--- config.mk ---
export PLATFORM = sky130hd
export DESIGN_NAME = mem_port_arbiter
export DESIGN_NICKNAME = d
export VERILOG_FILES = /design/src/rtl/mem_port_arbiter_pkg.sv /design/src/rtl/stall_counter.sv /design/src/rtl/mem_port_arbiter.sv
export SDC_FILE = /design/constraint.sdc
export NUM_CORES = 1
export LEC_CHECK = 0
export ABC_AREA = 1
export ABC_CLOCK_PERIOD_IN_PS = 2100
export CORE_UTILIZATION = 43
export CTS_BUF_LIST = sky130_fd_sc_hd__clkbuf_4
export CTS_CLUSTER_DIAMETER = 30
export DETAILED_ROUTE_END_ITERATION = 7
export PLACE_DENSITY = 0.84
export SLEW_MARGIN = 10
export SYNTH_ARGS = -nofsm -noshare
export SYNTH_HDL_FRONTEND = slang
export SYNTH_SLANG_ARGS = --single-unit
--- constraint.sdc ---
create_clock -name clk -period 2.1 [get_ports clk]
set_input_delay 0.315 -clock clk [delete_from_list [all_inputs] [get_ports clk]]
set_output_delay 0.315 -clock clk [all_outputs]
set_load 0.01 [all_outputs]
--- src/rtl/mem_port_arbiter_pkg.sv ---
// mem_port_arbiter_pkg
// Shared definitions for the unified I/D memory port arbiter: FSM state
// encodings and default widths. The hazard unit and the debug bus decode
// the exported state through these same constants.
package mem_port_arbiter_pkg;

  localparam logic [1:0] ARB_IDLE     = 2'd0;
  localparam logic [1:0] ARB_IF_WAIT  = 2'd1;
  localparam logic [1:0] ARB_MEM_WAIT = 2'd2;

  localparam int ARB_ADDR_W = 32;
  localparam int ARB_DATA_W = 32;
  localparam int ARB_CNT_W  = 32;

endpackage

--- src/rtl/stall_counter.sv ---
// stall_counter
// Free-running cycle counter. It adds one on every clock where en is high
// and wraps modulo 2^CNT_W.
// Ports:
//   clk   - clock
//   rstn  - asynchronous active-low reset, clears the count
//   en    - count enable (a stall indication)
//   o_cnt - current count
module stall_counter #(
  parameter int CNT_W = 32
) (
  input  logic             clk,
  input  logic             rstn,
  input  logic             en,
  output logic [CNT_W-1:0] o_cnt
);

  logic [CNT_W-1:0] r_cnt;

  always_ff @(posedge clk or negedge rstn) begin
    if (!rstn) begin
      r_cnt <= '0;
    end else if (en) begin
      r_cnt <= r_cnt + CNT_W'(1);
    end
  end

  assign o_cnt = r_cnt;

endmodule

--- src/rtl/mem_port_arbiter.sv ---
// mem_port_arbiter
// Sequencer for the single-ported unified instruction/data memory. It grants
// the port either to the IF-stage fetch or to the MEM-stage load/store, and
// runs one variable-latency transaction at a time. It returns completion
// strobes and stall requests, and exports stall-cycle counters.
// Ports:
//   clk, rstn                 - clock, async active-low reset
//   if_req/if_addr/if_flush   - fetch request, PC, jump-taken discard
//   if_ready/if_rdata         - fetch completion strobe and instruction word
//   mem_rd_req/mem_wr_req     - load/store request (mutually exclusive)
//   mem_addr/mem_wdata        - data address and store data
//   mem_ready/mem_rdata       - load/store completion strobe and load data
//   m_re/m_we/m_addr/m_wdata  - memory command (one-cycle pulse) and payload
//   m_valid/m_rdata           - memory response/ack and read data
//   IF_stall_mem/MEM_stall    - stall requests to pipeline control
//   if_stall_cnt/mem_stall_cnt- stall-cycle counters for the debug bus
module mem_port_arbiter
  import mem_port_arbiter_pkg::*;
#(
  parameter int ADDR_W = ARB_ADDR_W,
  parameter int DATA_W = ARB_DATA_W,
  parameter int CNT_W  = ARB_CNT_W
) (
  input  logic              clk,
  input  logic              rstn,
  input  logic              if_req,
  input  logic [ADDR_W-1:0] if_addr,
  input  logic              if_flush,
  output logic              if_ready,
  output logic [DATA_W-1:0] if_rdata,
  input  logic              mem_rd_req,
  input  logic              mem_wr_req,
  input  logic [ADDR_W-1:0] mem_addr,
  input  logic [DATA_W-1:0] mem_wdata,
  output logic              mem_ready,
  output logic [DATA_W-1:0] mem_rdata,
  output logic              m_re,
  output logic              m_we,
  output logic [ADDR_W-1:0] m_addr,
  output logic [DATA_W-1:0] m_wdata,
  input  logic              m_valid,
  input  logic [DATA_W-1:0] m_rdata,
  output logic              IF_stall_mem,
  output logic              MEM_stall,
  output logic [CNT_W-1:0]  if_stall_cnt,
  output logic [CNT_W-1:0]  mem_stall_cnt
);

  logic [1:0]        r_state;
  logic              r_discard;
  logic              r_m_re;
  logic              r_m_we;
  logic [ADDR_W-1:0] r_m_addr;
  logic [DATA_W-1:0] r_m_wdata;

  logic w_mem_req;
  logic w_if_ready;
  logic w_mem_ready;

  assign w_mem_req = mem_rd_req | mem_wr_req;

  always_ff @(posedge clk or negedge rstn) begin
    if (!rstn) begin
      r_state   <= ARB_IDLE;
      r_discard <= 1'b0;
      r_m_re    <= 1'b0;
      r_m_we    <= 1'b0;
      r_m_addr  <= '0;
      r_m_wdata <= '0;
    end else begin
      // Commands are single-cycle pulses: only the grant cycle raises them.
      r_m_re <= 1'b0;
      r_m_we <= 1'b0;
      case (r_state)
        ARB_IDLE: begin
          // MEM belongs to the older instruction, so it always wins.
          if (w_mem_req) begin
            r_m_re   <= mem_rd_req;
            r_m_we   <= mem_wr_req;
            r_m_addr <= mem_addr;
            if (mem_wr_req) begin
              r_m_wdata <= mem_wdata;
            end
            r_state <= ARB_MEM_WAIT;
          end else if (if_req && !if_flush) begin
            r_m_re   <= 1'b1;
            r_m_addr <= if_addr;
            r_state  <= ARB_IF_WAIT;
          end
        end
        ARB_IF_WAIT: begin
          // A flush cannot abort the access; it only hides its result.
          if (m_valid) begin
            r_discard <= 1'b0;
            r_state   <= ARB_IDLE;
          end else if (if_flush) begin
            r_discard <= 1'b1;
          end
        end
        ARB_MEM_WAIT: begin
          if (m_valid) begin
            r_state <= ARB_IDLE;
          end
        end
        default: begin
          r_state <= ARB_IDLE;
        end
      endcase
    end
  end

  // Completion is combinational from m_valid; a flush in the response
  // cycle itself must also suppress the strobe.
  assign w_if_ready  = (r_state == ARB_IF_WAIT) && m_valid && !r_discard && !if_flush;
  assign w_mem_ready = (r_state == ARB_MEM_WAIT) && m_valid;

  assign if_ready  = w_if_ready;
  assign mem_ready = w_mem_ready;
  assign if_rdata  = m_rdata;
  assign mem_rdata = m_rdata;

  assign m_re    = r_m_re;
  assign m_we    = r_m_we;
  assign m_addr  = r_m_addr;
  assign m_wdata = r_m_wdata;

  assign IF_stall_mem = if_req && !w_if_ready;
  assign MEM_stall    = w_mem_req && !w_mem_ready;

  stall_counter #(.CNT_W(CNT_W)) u_if_cnt (
    .clk   (clk),
    .rstn  (rstn),
    .en    (IF_stall_mem),
    .o_cnt (if_stall_cnt)
  );

  stall_counter #(.CNT_W(CNT_W)) u_mem_cnt (
    .clk   (clk),
    .rstn  (rstn),
    .en    (MEM_stall),
    .o_cnt (mem_stall_cnt)
  );

endmodule

==> summary.txt, run 1 <==
Hold crit path type: in2async
Fill count: 1405
Maximum vdd drop: 0.000749 V
Slowest cell on the critical path: dfrtp_1
CP Launch Type: flop
Sequential power share: 39.6%
CP Capture Type: primary output
Num CTS Buffers: 17
Via count: 6253
Initial core utilization: 44.1%
Pre-CTS setup slack: 120 ps
Skew final: 20.9 ps
Clock sink total: 133
Clock latency at the later pin of the worst-skew pair: 530 ps
Reg2Reg Depth: 11
FP Rows: 46
Placed inst area: 0.00919 sq mm
Post-layout minimum cycle time: 2000 ps
DR iter-0 viols: 353
Final wirelength: 18.7 mm
CP delay by family, top: flip-flops
GRT overflow: 0
GRT Util Overall: 22.9%
Power consumption: 9.97 mW
Worst-path clk slew: 110 ps
Pwr dens: 1050 mW/mm^2
Combinational share of power: 40.5%
Worst slew pin tran: 443 ps
Post-detailed-route DRC marker count: 0
Fin nets: 1193
Most frequent cells in the layout: 313 x nand2_1, 231 x clkdlybuf4s50_1, 133 x dfrtp_1
Routed Antenna Nets: 0
Final period utilization: 95.0%
Clock share of power: 19.8%
Yosys Warn Count: 0
Die area: 0.0168 sq mm
Crit-path cells: buf_4 -> ha_1 -> nand2_2 -> inv_2 -> nor2_8 -> buf_6
Cell area after synthesis: 0.00701 sq mm
Internal power: 6.43 mW
First-pass GRT wire length: 29.7 mm
Multi-input logic area: 0.00283 sq mm
I/O pin total: 333
Placed insts: 1248
Largest net degree at the start of global routing: 47
Worst-path maximum fanout: 2
Routed vias/inst: 4.87
Util after Layout: 60.0%
Max clock buf depth: 2
Die height: 130 microns
NetSw: 3.53 mW
Final setup TNS: 0 ps
Outcome: finished, final reports clean
R2R Setup Slk: 230 ps
Layout cells sized above 1: 8.82%
Critical path data arrival time: 1680 ps
# setup viols final: 0
Number of I/O port buffers: 236
RSZ-0062 raised after global routing: true
WL per Instance: 14.6 microns
Number of maximum-capacitance violations: 0
Layout Cells excl Fill: 1283
Synth Net Count: 1007
Fin worst setup slack: 104 ps
Final instance area: 0.00953 sq mm
CTS tree: yes
Library cells used by synthesis: 32
Slew Limit Headroom: 70.4%
CP max stage delay: 410 ps
Final hold violation count: 0
Mapped Avg Cell Area: 8.08 sq um
Register area share after synthesis: 47.5%
Final Wtd Congestion: 0.880
Setup CP Type: reg2out
Commonest non-fill, non-tap cell in the layout: nand2_1
Final hold slack: 261 ps
Crit Reg-Reg Endpoint: u_mem_cnt.o_cnt[29]
Core box area: 0.0159 sq mm
Layout area overhead: 35.9%
Syn Inst Count: 867
Highest clock rate: 501 MHz
Post-DP HPWL: 14.3 mm
Origin of the critical flop-to-flop path: r_state[1]
Final Max Slew Viols: 0
Root Buffer: clkbuf_4
Vias in the first global route: 5994
Flip-flop and latch count after synthesis: 133
DRT Pass-1 Iters: 6
Initial antenna violation count: 1
WP data required: 1780 ps
FF/Latch Area: 0.00333 sq mm
Pleak: 4.29 nW
Die X: 130 microns
Switching Share: 35.5%
Htree depth: 4
Bufs and invs on worst path: 3
[Yosys cell counts]
cell type / n / area, sq um
o21ai_1: 2 / 10.0
nor3b_1: 2 / 15.0
buf_2: 3 / 15.0
nand4_1: 25 / 156
o21ai_0: 5 / 25.0
dfrtp_1: 133 / 3330
nand2_4: 2 / 22.5
o21bai_1: 2 / 15.0
a21boi_4: 1 / 18.8
nor3_2: 2 / 20.0
nor3b_2: 1 / 12.5
nand3b_1: 10 / 75.1
xor2_1: 21 / 184
ha_1: 5 / 62.6
a31oi_1: 32 / 200
buf_6: 5 / 56.3
a21oi_1: 1 / 5.00
nand2_2: 8 / 50.1
clkbuf_1: 10 / 37.5
nor2_1: 82 / 308
nor2_8: 1 / 20.0
nor2_4: 5 / 56.3
nor3_1: 6 / 30.0
nand2_1: 313 / 1170
buf_4: 65 / 488
nand3_2: 2 / 20.0
inv_1: 62 / 233
inv_2: 6 / 22.5
nor2_2: 14 / 87.6
and2_1: 1 / 6.26
nand3_1: 26 / 130
xnor2_1: 14 / 123
[power groups by stage]
stage / Combinational, mW / Sequential, mW / Clock [mW]
2_1_floorplan: 1.59 / 4.25 / 0
3_3_place_gp: 3.98 / 3.96 / 0
3_5_place_dp: 4.07 / 3.96 / 0
4_1_cts: 4.08 / 3.94 / 2.02
5_1_grt: 4.42 / 4.05 / 2.14
6_report: 4.04 / 3.95 / 1.98
[sequential cells by signal (all words and copies together) (netlist names)]
| register | cells |
|---|---|
| m_addr | 32 |
| m_wdata | 32 |
| u_if_cnt.o_cnt | 32 |
| u_mem_cnt.o_cnt | 32 |
| r_state | 2 |
| m_re | 1 |
| m_we | 1 |
| r_discard | 1 |
[cells by family (layout without fill, tap and decap cells)]
group,Yosys count,in the layout,synth area share (%)
AOI/OAI and AO/OA,43,43,3.91
adders and majority gates,5,5,0.893
buffers and inverters,151,350,12.2
and+or+nand+nor,500,500,31.2
other,0,1,0
xor gates and xnor gates,35,35,4.37
DFF,133,133,47.5
[layer usage]
metal  up-vias  wire length [microns]  global-route usage (%)
met5         -                      0                       0
met4         0                    236                    7.87
met2       250                   9380                    38.6
met3        19                   1590                    8.55
li1       3047                      -                       -
met1      2937                   7520                    26.9
[worst max-delay path by stage]
stage | endpoint | slack [ps] | cells after the start | start
floorplan | u_mem_cnt.o_cnt[17] | 610 | 12 | r_state[0]
global placement | MEM_stall | 130 | 5 | m_valid
detailed placement | if_ready | 120 | 6 | m_valid
CTS | if_ready | 20 | 7 | r_state[1]
global route | MEM_stall | -8 | 6 | r_state[1]
finish | MEM_stall | 100 | 6 | r_state[1]
[worst reg2reg max path, stage by stage, from the launching register on]
cell and delay [ps]:
dfrtp_1 410, buf_4 140, ha_1 200, nand2_2 100, inv_2 70, nor2_8 130, buf_4 170, nand2_1 110
nor2_4 240, nand3_1 100, nand2_1 70, nand2_1 50
[timing repair]
| action | in CTS | in global routing |
|---|---|---|
| setup buffers | 0 | 1 |
| hold buffers | 1 | 0 |
| setup endpoints to repair | 4 | 3 |
| gates resized for setup | 11 | 5 |
| endpoints found under the hold margin | 41 | 0 |
| pin swaps | 0 | 0 |
[cell type report]
cell class	instances	area share [%]
Sequential cell	133	34.9
Multi-Input combinational cell	583	29.7
Timing Repair Buffer	250	26.3
Tap cell	216	2.84
Inverter	68	2.68
Clock inverter	15	2.14
Clock buffer	17	1.34
Antenna cell	1	0.0263
No activity file was read; power rests on OpenSTA's default activity.
==> run 2, diff against run 1 <==
--- a/config.mk
+++ b/config.mk
@@ -11,6 +11,7 @@
 export CTS_BUF_LIST = sky130_fd_sc_hd__clkbuf_4
 export CTS_CLUSTER_DIAMETER = 30
 export DETAILED_ROUTE_END_ITERATION = 7
+export GPL_TIMING_DRIVEN = 0
 export PLACE_DENSITY = 0.84
 export SLEW_MARGIN = 10
 export SYNTH_ARGS = -nofsm -noshare
==> summary.txt, run 2 (same netlist as run 1, synthesis figures left out) <==
WP data required: 1780 ps
GRT overflow: 0
Fin worst setup slack: 88.3 ps
Slew Limit Headroom: 67.3%
Post-DP HPWL: 16.1 mm
Bufs and invs on worst path: 1
Critical path data arrival time: 1700 ps
CP max stage delay: 610 ps
Pleak: 4.82 nW
Root Buffer: clkbuf_4
Layout cells sized above 1: 12.5%
FF/Latch Area: 0.00333 sq mm
Worst-path maximum fanout: 8
Htree depth: 4
Setup CP Type: reg2out
# setup viols final: 0
Die height: 130 microns
Number of maximum-capacitance violations: 0
FP Rows: 46
Pwr dens: 940 mW/mm^2
Commonest non-fill, non-tap cell in the layout: nand2_1
Fill count: 1320
Power consumption: 9.94 mW
Final period utilization: 95.8%
Post-detailed-route DRC marker count: 0
WL per Instance: 14.4 microns
Num CTS Buffers: 17
Worst-path clk slew: 110 ps
Layout area overhead: 50.8%
Pre-CTS setup slack: -2.96 ps
Vias in the first global route: 6475
Clock latency at the later pin of the worst-skew pair: 560 ps
GRT Util Overall: 24.9%
Worst slew pin tran: 490 ps
DR iter-0 viols: 404
I/O pin total: 333
Final hold slack: 249 ps
Die X: 130 microns
Final hold violation count: 0
CP Launch Type: flop
Maximum vdd drop: 0.000730 V
Multi-input logic area: 0.00283 sq mm
Placed inst area: 0.0103 sq mm
Routed vias/inst: 4.80
CTS tree: yes
Final wirelength: 20.5 mm
Number of I/O port buffers: 300
Largest net degree at the start of global routing: 85
Core box area: 0.0159 sq mm
Slowest cell on the critical path: clkdlybuf4s50_1
Util after Layout: 66.5%
Via count: 6810
Clock sink total: 133
Final Wtd Congestion: 0.879
Fin nets: 1330
Crit-path cells: clkdlybuf4s50_1
RSZ-0062 raised after global routing: false
Post-layout minimum cycle time: 2010 ps
Final Max Slew Viols: 0
Max clock buf depth: 2
Hold crit path type: in2async
Die area: 0.0168 sq mm
Highest clock rate: 497 MHz
Initial core utilization: 44.1%
Most frequent cells in the layout: 313 x nand2_1, 295 x clkdlybuf4s50_1, 133 x dfrtp_1
Final instance area: 0.0106 sq mm
Initial antenna violation count: 1
Skew final: 15.6 ps
CP Capture Type: primary output
First-pass GRT wire length: 31.9 mm
CP delay by family, top: buffers and inverters
Routed Antenna Nets: 0
Outcome: finished, final reports clean
DRT Pass-1 Iters: 5
## run 2: layer usage
metal  vias to the layer above  GRT usage [%]  share of wire [%]
li1                       3327              -                  -
met1                      3197           29.6                 39
met2                       251           42.1                 51
met3                        35           8.05                8.0
met4                         0           9.23                2.1
met5                         -              0                  0
## run 2: repair_timing
action | in CTS | in global routing
gates resized for setup | 12 | 3
endpoints found under the hold margin | 49 | 0
setup buffers | 2 | 0
hold buffers | 1 | 0
pin swaps | 2 | 0
setup endpoints to repair | 4 | 4
## run 2: power by group
part | internal [mW] | switching, mW | total, mW
sequential | 3.35 | 0.569 | 3.92
combinational | 2.34 | 2.07 | 4.41
clock | 0.665 | 0.941 | 1.61
total | 6.35 | 3.58 | 9.94
## run 2: layout make-up
cell class	instances	share of cell area (%)
antenna	1	0.0237
inverter	68	2.42
clock inverter	13	1.11
clock buffer	17	1.21
buffer	83	5.65
timing repair buffer	304	28.8
tap	216	2.56
sequential	133	31.5
multi-input combinational	583	26.8
## run 2: path summary, 6_finish.rpt
check | start | to | slack [ps] | depth (start not counted)
max in group asynchronous | rstn | m_wdata[28] | 1050 | 3
worst min-delay path | rstn | u_if_cnt.o_cnt[15] | 250 | 2
worst min register to register | m_wdata[8] | m_wdata[8] | 500 | 2
worst max register to register | r_state[0] | u_mem_cnt.o_cnt[22] | 270 | 10
worst max-delay path | u_if_cnt.o_cnt[24] | if_stall_cnt[24] | 90 | 1
min in group clk | mem_wdata[5] | m_wdata[5] | 280 | 3
## run 2: per-stage QoR
stage	instances	setup TNS [ps]
2_1_floorplan	867	0
3_3_place_gp	1383	-615380
3_5_place_dp	1384	-2.96
4_1_cts	1417	0
5_1_grt	1418	0
6_report	1418	0
